===== src/rtl/puf_response_collector.sv =====
// Arbiter PUF response collector.
// Sweeps consecutive challenges and launches an arm/race pair for each evaluation.
// Each challenge is evaluated N_VOTE times and the results are majority-voted.
// The voted bits are shifted into an N_BITS signature, which is offered on a
// valid/ready handshake.
// Any challenge whose evaluations were not unanimous is counted as unstable.
module puf_response_collector #(
  parameter int CH_W   = 8,
  parameter int N_BITS = 32,
  parameter int N_VOTE = 5,
  parameter int SETTLE = 4
) (
  input  logic              clk,
  input  logic              rst,
  input  logic              start,
  input  logic [CH_W-1:0]   seed_ch,
  input  logic              resp_in,
  output logic [CH_W-1:0]   ch_out,
  output logic              launch,
  output logic              busy,
  output logic [N_BITS-1:0] sig,
  output logic              sig_valid,
  input  logic              sig_ready,
  output logic [7:0]        unstable_cnt
);

  localparam int VW = $clog2(N_VOTE + 1);
  localparam int PW = (SETTLE > 1) ? $clog2(SETTLE) : 1;
  localparam int BW = (N_BITS > 1) ? $clog2(N_BITS) : 1;

  localparam logic [VW-1:0] VOTE_ALL  = VW'(N_VOTE);
  localparam logic [VW-1:0] VOTE_HALF = VW'(N_VOTE / 2);
  localparam logic [VW-1:0] VOTE_ONE  = VW'(1);
  localparam logic [PW-1:0] PH_LAST   = PW'(SETTLE - 1);
  localparam logic [PW-1:0] PH_ONE    = PW'(1);
  localparam logic [BW-1:0] BIT_LAST  = BW'(N_BITS - 1);
  localparam logic [BW-1:0] BIT_ONE   = BW'(1);
  localparam logic [CH_W-1:0] CH_ONE  = CH_W'(1);

  typedef enum logic [2:0] {
    IDLE   = 3'd0,
    ARM    = 3'd1,
    RACE   = 3'd2,
    COMMIT = 3'd3,
    DONE   = 3'd4
  } state_t;

  state_t            state_q, state_d;
  logic [PW-1:0]     phase_q, phase_d;
  logic [VW-1:0]     vote_q, vote_d;
  logic [VW-1:0]     ones_q, ones_d;
  logic [BW-1:0]     bit_q, bit_d;
  logic [CH_W-1:0]   ch_q, ch_d;
  logic [N_BITS-1:0] sig_q, sig_d;
  logic [7:0]        unst_q, unst_d;
  logic              vld_q, vld_d;
  logic              sync1_q, sync2_q;

  // The vote is strictly more than half of the evaluations (N_VOTE is odd, so there is no tie).
  function automatic logic majority(input logic [VW-1:0] ones);
    return (ones > VOTE_HALF);
  endfunction

  // Increments the counter and holds it at 255 instead of wrapping.
  function automatic logic [7:0] sat_inc(input logic [7:0] v);
    return (v == 8'hFF) ? v : v + 8'd1;
  endfunction

  // Shifts a new bit into the LSB, so the first voted bit ends up in the MSB.
  function automatic logic [N_BITS-1:0] shift_in(input logic [N_BITS-1:0] s, input logic b);
    logic [N_BITS:0] t;
    t = {s, b};
    return t[N_BITS-1:0];
  endfunction

  // Two-flop synchroniser for the asynchronous arbiter response
  always_ff @(posedge clk or negedge rst) begin
    if (!rst) begin
      sync1_q <= 1'b0;
      sync2_q <= 1'b0;
    end else begin
      sync1_q <= resp_in;
      sync2_q <= sync1_q;
    end
  end

  // State, counter and output registers
  always_ff @(posedge clk or negedge rst) begin
    if (!rst) begin
      state_q <= IDLE;
      phase_q <= '0;
      vote_q  <= '0;
      ones_q  <= '0;
      bit_q   <= '0;
      ch_q    <= '0;
      sig_q   <= '0;
      unst_q  <= '0;
      vld_q   <= 1'b0;
    end else begin
      state_q <= state_d;
      phase_q <= phase_d;
      vote_q  <= vote_d;
      ones_q  <= ones_d;
      bit_q   <= bit_d;
      ch_q    <= ch_d;
      sig_q   <= sig_d;
      unst_q  <= unst_d;
      vld_q   <= vld_d;
    end
  end

  // Next-state logic: arm/race sequencing, vote accumulation, commit, and handshake
  always_comb begin
    state_d = state_q;
    phase_d = phase_q;
    vote_d  = vote_q;
    ones_d  = ones_q;
    bit_d   = bit_q;
    ch_d    = ch_q;
    sig_d   = sig_q;
    unst_d  = unst_q;
    vld_d   = vld_q;
    unique case (state_q)
      IDLE: begin
        if (start) begin
          ch_d    = seed_ch;
          sig_d   = '0;
          unst_d  = '0;
          vote_d  = '0;
          ones_d  = '0;
          bit_d   = '0;
          phase_d = '0;
          vld_d   = 1'b0;
          state_d = ARM;
        end
      end
      ARM: begin
        if (phase_q == PH_LAST) begin
          phase_d = '0;
          state_d = RACE;
        end else begin
          phase_d = phase_q + PH_ONE;
        end
      end
      RACE: begin
        if (phase_q == PH_LAST) begin
          // The last race cycle gives the arbiter and the synchroniser the longest time to settle.
          phase_d = '0;
          ones_d  = ones_q + VW'(sync2_q);
          vote_d  = vote_q + VOTE_ONE;
          state_d = (vote_d < VOTE_ALL) ? ARM : COMMIT;
        end else begin
          phase_d = phase_q + PH_ONE;
        end
      end
      COMMIT: begin
        sig_d = shift_in(sig_q, majority(ones_q));
        if ((ones_q != '0) && (ones_q != VOTE_ALL)) begin
          unst_d = sat_inc(unst_q);
        end
        ch_d   = ch_q + CH_ONE;
        ones_d = '0;
        vote_d = '0;
        if (bit_q == BIT_LAST) begin
          state_d = DONE;
        end else begin
          bit_d   = bit_q + BIT_ONE;
          state_d = ARM;
        end
      end
      DONE: begin
        // The first DONE cycle raises valid; a ready seen before valid is high is ignored.
        if (vld_q && sig_ready) begin
          vld_d   = 1'b0;
          state_d = IDLE;
        end else begin
          vld_d = 1'b1;
        end
      end
      default: begin
        state_d = IDLE;
      end
    endcase
  end

  assign ch_out       = ch_q;
  assign launch       = (state_q == RACE);
  assign busy         = (state_q != IDLE);
  assign sig          = sig_q;
  assign sig_valid    = vld_q;
  assign unstable_cnt = unst_q;

endmodule

===== config.mk =====
export PLATFORM = sky130hd
export DESIGN_NAME = puf_response_collector
export DESIGN_NICKNAME = d
export VERILOG_FILES = /design/src/rtl/puf_response_collector.sv
export SDC_FILE = /design/constraint.sdc
export NUM_CORES = 1
export LEC_CHECK = 0
export ABC_AREA = 1
export CAP_MARGIN = 25
export CORE_AREA = 2 2 86 88
export DETAILED_ROUTE_END_ITERATION = 10
export DIE_AREA = 0 0 88 90
export PLACE_DENSITY_LB_ADDON = 0.25
export REMOVE_ABC_BUFFERS = 1
export SYNTH_ARGS = -nofsm -noshare
export SYNTH_HDL_FRONTEND = slang
export SYNTH_SLANG_ARGS = --single-unit

===== constraint.sdc =====
create_clock -name clk -period 1.2 [get_ports clk]
set_input_delay 0.3 -clock clk [delete_from_list [all_inputs] [get_ports clk]]
set_output_delay 0.3 -clock clk [all_outputs]
set_load 0.01 [all_outputs]

# ---- Word level (Yosys, flattened, before mapping)
# Cells that the tools add are included.
dict set report op_classes {
  n_addsub 6
  order_cmp 2
  n_eq_ne 15
  muxes 29
  n_reduce_logical 17
}
# operator count
set op_table {}
lappend op_table {{32-bit case mux with 2 select lines} 1}
lappend op_table {{32-bit two-way mux} 1}
lappend op_table {{8-bit two-way mux} 4}
lappend op_table {{8-bit case mux with 2 select lines} 2}
lappend op_table {{3-bit two-way mux} 8}
lappend op_table {{3-bit case mux with 3 select lines} 2}
lappend op_table {{8-bit by 1-bit adder with 8-bit output (second input constant)} 2}
lappend op_table {{3-bit case mux with 5 select lines} 1}
lappend op_table {{2-bit != test (second input constant)} 6}
lappend op_table {{5-bit two-way mux} 2}
lappend op_table {{5-bit case mux with 2 select lines} 1}
lappend op_table {{3-bit nonzero test} 3}
lappend op_table {{8-bit == test (second input constant)} 1}
lappend op_table {{4-bit AND reduction} 2}
lappend op_table {{3-bit by 2-bit == test with 1-bit output (second input constant)} 2}
lappend op_table {{2-bit two-way mux} 3}
lappend op_table {{2-bit AND reduction} 3}
lappend op_table {{3-bit AND reduction} 2}
lappend op_table {{2-bit nonzero test} 3}
lappend op_table {{5-bit by 1-bit adder with 5-bit output (second input constant)} 1}
lappend op_table {{5-bit == test (second input constant)} 1}
lappend op_table {{2-bit case mux with 2 select lines} 1}
lappend op_table {{3-bit by 1-bit adder with 3-bit output} 1}
lappend op_table {{3-bit by 1-bit adder with 3-bit output (second input constant)} 1}
lappend op_table {{13 further kinds} 15}
dict set report totals {
  reg_bits 67
  in_bits 13
  wordCells 80
}

# ---- Logic depth before layout (Yosys ltp)
dict set report logic_depth {
  word_depth 5
  depth_mapped 9
  ltp_nobuf 8
}

# ---- Worst setup path after synthesis
# No wires, ideal clock.
dict set report synth_timing {
  path_type {register to register}
  startpoint {register bit_q[0]}
  endpoint {register state_q[0]}
  setup_ps 66
  arrival_time_ps 1276
  setup_slack_ps -142
  path_stages_with_launch 9
  path_buffers 0
  period_less_slack_ps 1342
  path_cell_list {dfrtp_1 ha_1 nand2_1 nor2_1 ha_1 or2_1 nand3_1 nand2_1 nand2_1}
}
dict set report synth_between {
  elab_chain_cells 3
}
# item line
set synth_rtl {}
lappend synth_rtl {{start, declared} 52} ;# logic [BW-1:0] bit_q, bit_d;
lappend synth_rtl {{start signal, assigned} 104} ;# bit_q <= bit_d;
lappend synth_rtl {{5-bit == test} 164} ;# if (bit_q == BIT_LAST) begin
lappend synth_rtl {{3-bit two-way mux} 164}
lappend synth_rtl {{3-bit case mux with 5 select lines} 123} ;# unique case (state_q)
lappend synth_rtl {{end signal, assigned} 100} ;# state_q <= state_d;
lappend synth_rtl {{end, declared} 48} ;# state_t state_q, state_d;
# No other way between the ends.
# A chain may end at the register's enable or synchronous reset.

# ---- Final worst setup path
dict set report layout_timing {
  startpoint {register state_q[2]}
  endpoint {register unst_q[5], in the netlist unstable_cnt[5]}
}
dict set report layout_between {
  elab_chain_cells 3
  word_cells_on_any_way 8
}
# item line
set layout_rtl {}
lappend layout_rtl {{3-bit by 2-bit == test with 1-bit output or 3-bit logical NOT (tied branches)} 123}
lappend layout_rtl {{2-bit != test (no source line) or 2-bit nonzero test (tied branches)} --}
lappend layout_rtl {{4-bit AND reduction (no source line)} --}
lappend layout_rtl {{end signal, assigned} 107} ;# unst_q <= unst_d;
lappend layout_rtl {{end, declared} 55} ;# logic [7:0] unst_q, unst_d;
# Several ways; a longest one is shown, not always the timed one.

==> results_tabular.tex <==
\begin{tabular}{lr}
\hline
Metric & Value \\
\hline
\multicolumn{2}{l}{\textbf{Run status}} \\
\quad Outcome & finished, violations left \\
\quad Violations in the final reports & negative setup slack \\
\multicolumn{2}{l}{\textbf{STA}} \\
\quad RSZ-0062 raised after global routing & true \\
\quad Final Hold Violating Endpoints & 0 \\
\quad Slew Limit Fails & 0 \\
\quad Slack of the critical path & -266.4 ps \\
\quad Highest attainable clock frequency & 0.6819 GHz \\
\quad Setup-violating endpoint count in the final report & 66 \\
\quad Final setup skew & 7.680 ps \\
\quad Slew at the pin closest to its max-slew limit & 359.4 ps \\
\quad Max\_slew headroom & 76.04\% \\
\quad Min cycle time layout & 1466 ps \\
\quad Share of the cycle needed by the critical path after routing & 122.2\% \\
\multicolumn{2}{l}{\textbf{Floorplanning}} \\
\quad Ports & 64 \\
\quad Die Span X & 88 um \\
\quad Area of the die & 7920 um2 \\
\quad Die span in y & 90 um \\
\quad Number of core rows & 31 \\
\quad Starting utilization of the core area & 44.66\% \\
\quad Area of the core region & 7020 um2 \\
\multicolumn{2}{l}{\textbf{Layout}} \\
\quad Final std cells w/o fill & 602 \\
\quad Final core utilization & 67.53\% \\
\quad Total area of sequential cells & 1677 um2 \\
\quad Fill cells & 554 \\
\quad Proportion of layout cells with a drive suffix above 1 & 40.76\% \\
\quad Area added between synthesis and finish & 51.20\% \\
\quad Diode insertion count for antenna repair & 0 \\
\quad Area of combinational cells with multiple inputs & 1449 um2 \\
\quad Leading cell type in the layout, fill and taps excluded & sky130\_fd\_sc\_hd\_\_nand2\_1 \\
\quad Post-layout nets & 519 \\
\quad Commonest cells after routing, fill and taps aside & 72 x sky130\_fd\_sc\_hd\_\_nand2\_1, 67 x sky130\_fd\_sc\_hd\_\_dfrtp\_1, 59 x sky130\_fd\_sc\_hd\_\_inv\_1 \\
\multicolumn{2}{l}{\textbf{Yosys}} \\
\quad Number of synthesized flops with an enable pin & 0 \\
\quad Dominant combinational cell family by area after synthesis & simple AND/OR/NAND/NOR gates \\
\quad Netlist Area Pre-Place & 3136 um2 \\
\quad Fraction of synthesis flops using an asynchronous set or reset pin & 100.0\% \\
\quad Most frequently used flop master after synthesis & sky130\_fd\_sc\_hd\_\_dfrtp\_1 \\
\quad Share of the synthesized netlist area taken by xor and xnor gates & 1.397\% \\
\quad Register bit total from synthesis & 67 \\
\quad Basic-gate share of the synthesized area counting and, or, nand and nor cells & 21.99\% \\
\quad Synth Area in Compound Gates & 10.02\% \\
\quad Syn Inst Count & 364 \\
\quad Number of distinct standard cells referenced by the synthesized netlist & 29 \\
\quad Synthesized area per cell & 8.614 um2 \\
\quad Synth Warn \# & 0 \\
\quad Adder and majority cell fraction of the synthesized area & 3.192\% \\
\quad Multiplexer fraction of the synthesized cell area & 0\% \\
\quad Sequential area share after synthesis & 53.47\% \\
\multicolumn{2}{l}{\textbf{Critical path}} \\
\quad Required time of the critical path & 1480 ps \\
\quad Slack of the worst reg-to-reg path & -270 ps \\
\quad Crit path launch type & register \\
\quad Classification of the worst setup path & register to register \\
\quad R2R depth & 9 \\
\quad Worst Path Max Fanout & 6 \\
\quad CP Capture Type & register \\
\quad R2r endpoint & unstable\_cnt[5] \\
\quad Data arrival time of the worst path & 1740 ps \\
\quad Launching point of the worst reg2reg path & state\_q[2] \\
\multicolumn{2}{l}{\textbf{Run}} \\
\quad Maximum Capacitance Violations & 0 \\
\multicolumn{2}{l}{\textbf{Clocking}} \\
\quad CTS Buf Count & 9 \\
\quad Clock slew at reported path FFs & 80 ps \\
\quad Clock tree from TritonCTS & built \\
\quad CTS H-tree depth & 3 \\
\quad Clock Root Buffer & sky130\_fd\_sc\_hd\_\_clkbuf\_8 \\
\quad Max Buffers Root-to-Sink & 2 \\
\quad Clock sink total & 67 \\
\quad Clock latency at the later pin of the worst-skew pair & 340 ps \\
\multicolumn{2}{l}{\textbf{Global routing}} \\
\quad Antenna violations before repair & 0 \\
\quad Vias in the first global route & 2,794 \\
\quad Gr ovfl total & 0 \\
\quad Total global routing track utilization & 20.40\% \\
\quad First-pass GRT wire length & 12,740 um \\
\quad Maximum number of pins on one net before global-route repair & 68 \\
\multicolumn{2}{l}{\textbf{Worst hold path}} \\
\quad End point of the most critical hold path & sync2\_q \\
\quad Number of cells on the worst hold path & 0 \\
\quad Class of the tightest hold or removal check & register to register \\
\quad Hold wc startpoint & sync1\_q \\
\multicolumn{2}{l}{\textbf{Placed design}} \\
\quad Last weighted congestion value of the routability-driven placer & 0.7699 \\
\quad Total half-perimeter wirelength after legalization and detailed placement & 4832 um \\
\quad Placed Cells & 558 \\
\quad Buffers added on ports & 63 \\
\quad Worst slack after detailed placement & -391.9 ps \\
\multicolumn{2}{l}{\textbf{Detailed routing}} \\
\quad Total DRC errors in the routed layout & 0 \\
\quad Post-DR vias/cell & 4.857 \\
\quad Initial DRC Count & 151 \\
\quad Vias post-DR & 2,924 \\
\quad Total length of routed wires & 7903 um \\
\quad Final routed wire length divided by cell count & 13.13 um \\
\quad Final antenna-violating net count & 0 \\
\quad First-pass iteration count of the detailed router & 5 \\
\multicolumn{2}{l}{\textbf{Pwr}} \\
\quad Power per cell area & 1837 nW/um2 \\
\quad Final Power & 8.711 mW \\
\quad Leakage dissipation & 2.415 nW \\
\quad Maximum ir drop on the vdd rail & 0.8652 mV \\
\hline
\end{tabular}
## layout make-up
type,instances,area share [%]
well taps,99,2.613
clock buffers,12,3.061
flip-flops and latches,67,35.37
clock inverters,4,1.056
inverters,64,5.595
repair buffers,133,21.75
multi-input cells,223,30.56
## how the worst max path moves through the flow
stage	start	to
2_1_floorplan	state_q[2]	bit_q[0]
3_3_place_gp	start	sig[19]
3_5_place_dp	start	bit_q[0]
4_1_cts	state_q[2]	busy
5_1_grt	state_q[1]	unstable_cnt[5]
6_report	state_q[2]	unstable_cnt[5]
## critical path: stages, from the launching register on
cell and delay, ps:
sky130_fd_sc_hd__dfrtp_1 410, sky130_fd_sc_hd__inv_2 80, sky130_fd_sc_hd__buf_6 100, sky130_fd_sc_hd__buf_6 100, sky130_fd_sc_hd__nand3_4 150, sky130_fd_sc_hd__inv_8 130
sky130_fd_sc_hd__nand2_4 60, sky130_fd_sc_hd__nor2_4 210, sky130_fd_sc_hd__nand3_1 100, sky130_fd_sc_hd__nand2_1 60
## cell families after synthesis
group	Yosys count
simple gates	158
buf+inv	74
flops	67
compound gates	52
fa+ha+maj	8
xor+xnor	5
## timing repair
item                                   4_1_cts  5_1_grt
cloned                                       2        0
hold buffers                                 1        0
endpoints found under the hold margin       67        0
setup endpoints to repair                  116       88
resized for setup                          263       48
buffers inserted                            20        7
pin swaps                                   11       20
## layer usage
metal | GRT usage, % | wire length, um | part of all wire, %
met5 | 0 | 0 | 0
met4 | 7.179 | 108 | 1.4
met3 | 4.775 | 327 | 4.1
met2 | 32.64 | 3999 | 51
met1 | 26.95 | 3468 | 44
## sequential cells by signal (all words and copies together), names as in the netlist
| signal | cells |
|---|---|
| ones_q | 3 |
| bit_q | 5 |
| unstable_cnt | 8 |
| state_q | 3 |
| sig_valid | 1 |
| vote_q | 3 |
| sig | 32 |
| phase_q | 2 |
| ch_out | 8 |
| sync1_q | 1 |
| sync2_q | 1 |
## cells in the mapped netlist (2+ instances only)
master,number,area [um2]
sky130_fd_sc_hd__nor2_1,20,75.07
sky130_fd_sc_hd__or2_2,3,18.77
sky130_fd_sc_hd__a21oi_1,2,10.01
sky130_fd_sc_hd__ha_1,8,100.1
sky130_fd_sc_hd__nand3_2,2,20.02
sky130_fd_sc_hd__xor2_1,4,35.03
sky130_fd_sc_hd__dfrtp_1,67,1677
sky130_fd_sc_hd__inv_2,3,11.26
sky130_fd_sc_hd__nand2_1,92,345.3
sky130_fd_sc_hd__o21ai_0,8,40.04
sky130_fd_sc_hd__o21ai_1,3,15.01
sky130_fd_sc_hd__nand3_1,33,165.2
sky130_fd_sc_hd__o22ai_1,34,212.7
sky130_fd_sc_hd__inv_1,60,225.2
sky130_fd_sc_hd__nand4_1,3,18.77
sky130_fd_sc_hd__clkbuf_1,3,11.26
sky130_fd_sc_hd__o211ai_1,3,22.52
sky130_fd_sc_hd__buf_6,2,22.52
sky130_fd_sc_hd__buf_4,4,30.03
## stage by stage
stage          setup TNS, ps  cell area, um2  hold slack, ps
2_1_floorplan         -31080            3067           4.409
3_3_place_gp          -17970            4156           336.0
3_5_place_dp          -19040            4156           341.1
4_1_cts               -10670            4513           358.5
5_1_grt               -16550            4741           361.9
6_report              -13150            4741           354.6
## power breakdown
| group | internal, mW | total [mW] | switching [mW] |
|---|---|---|---|
| logic | 1.86 | 4.12 | 2.26 |
| registers | 2.52 | 2.71 | 0.182 |
| clock network | 1.02 | 1.89 | 0.871 |
No activity file was read; power rests on OpenSTA's default activity.
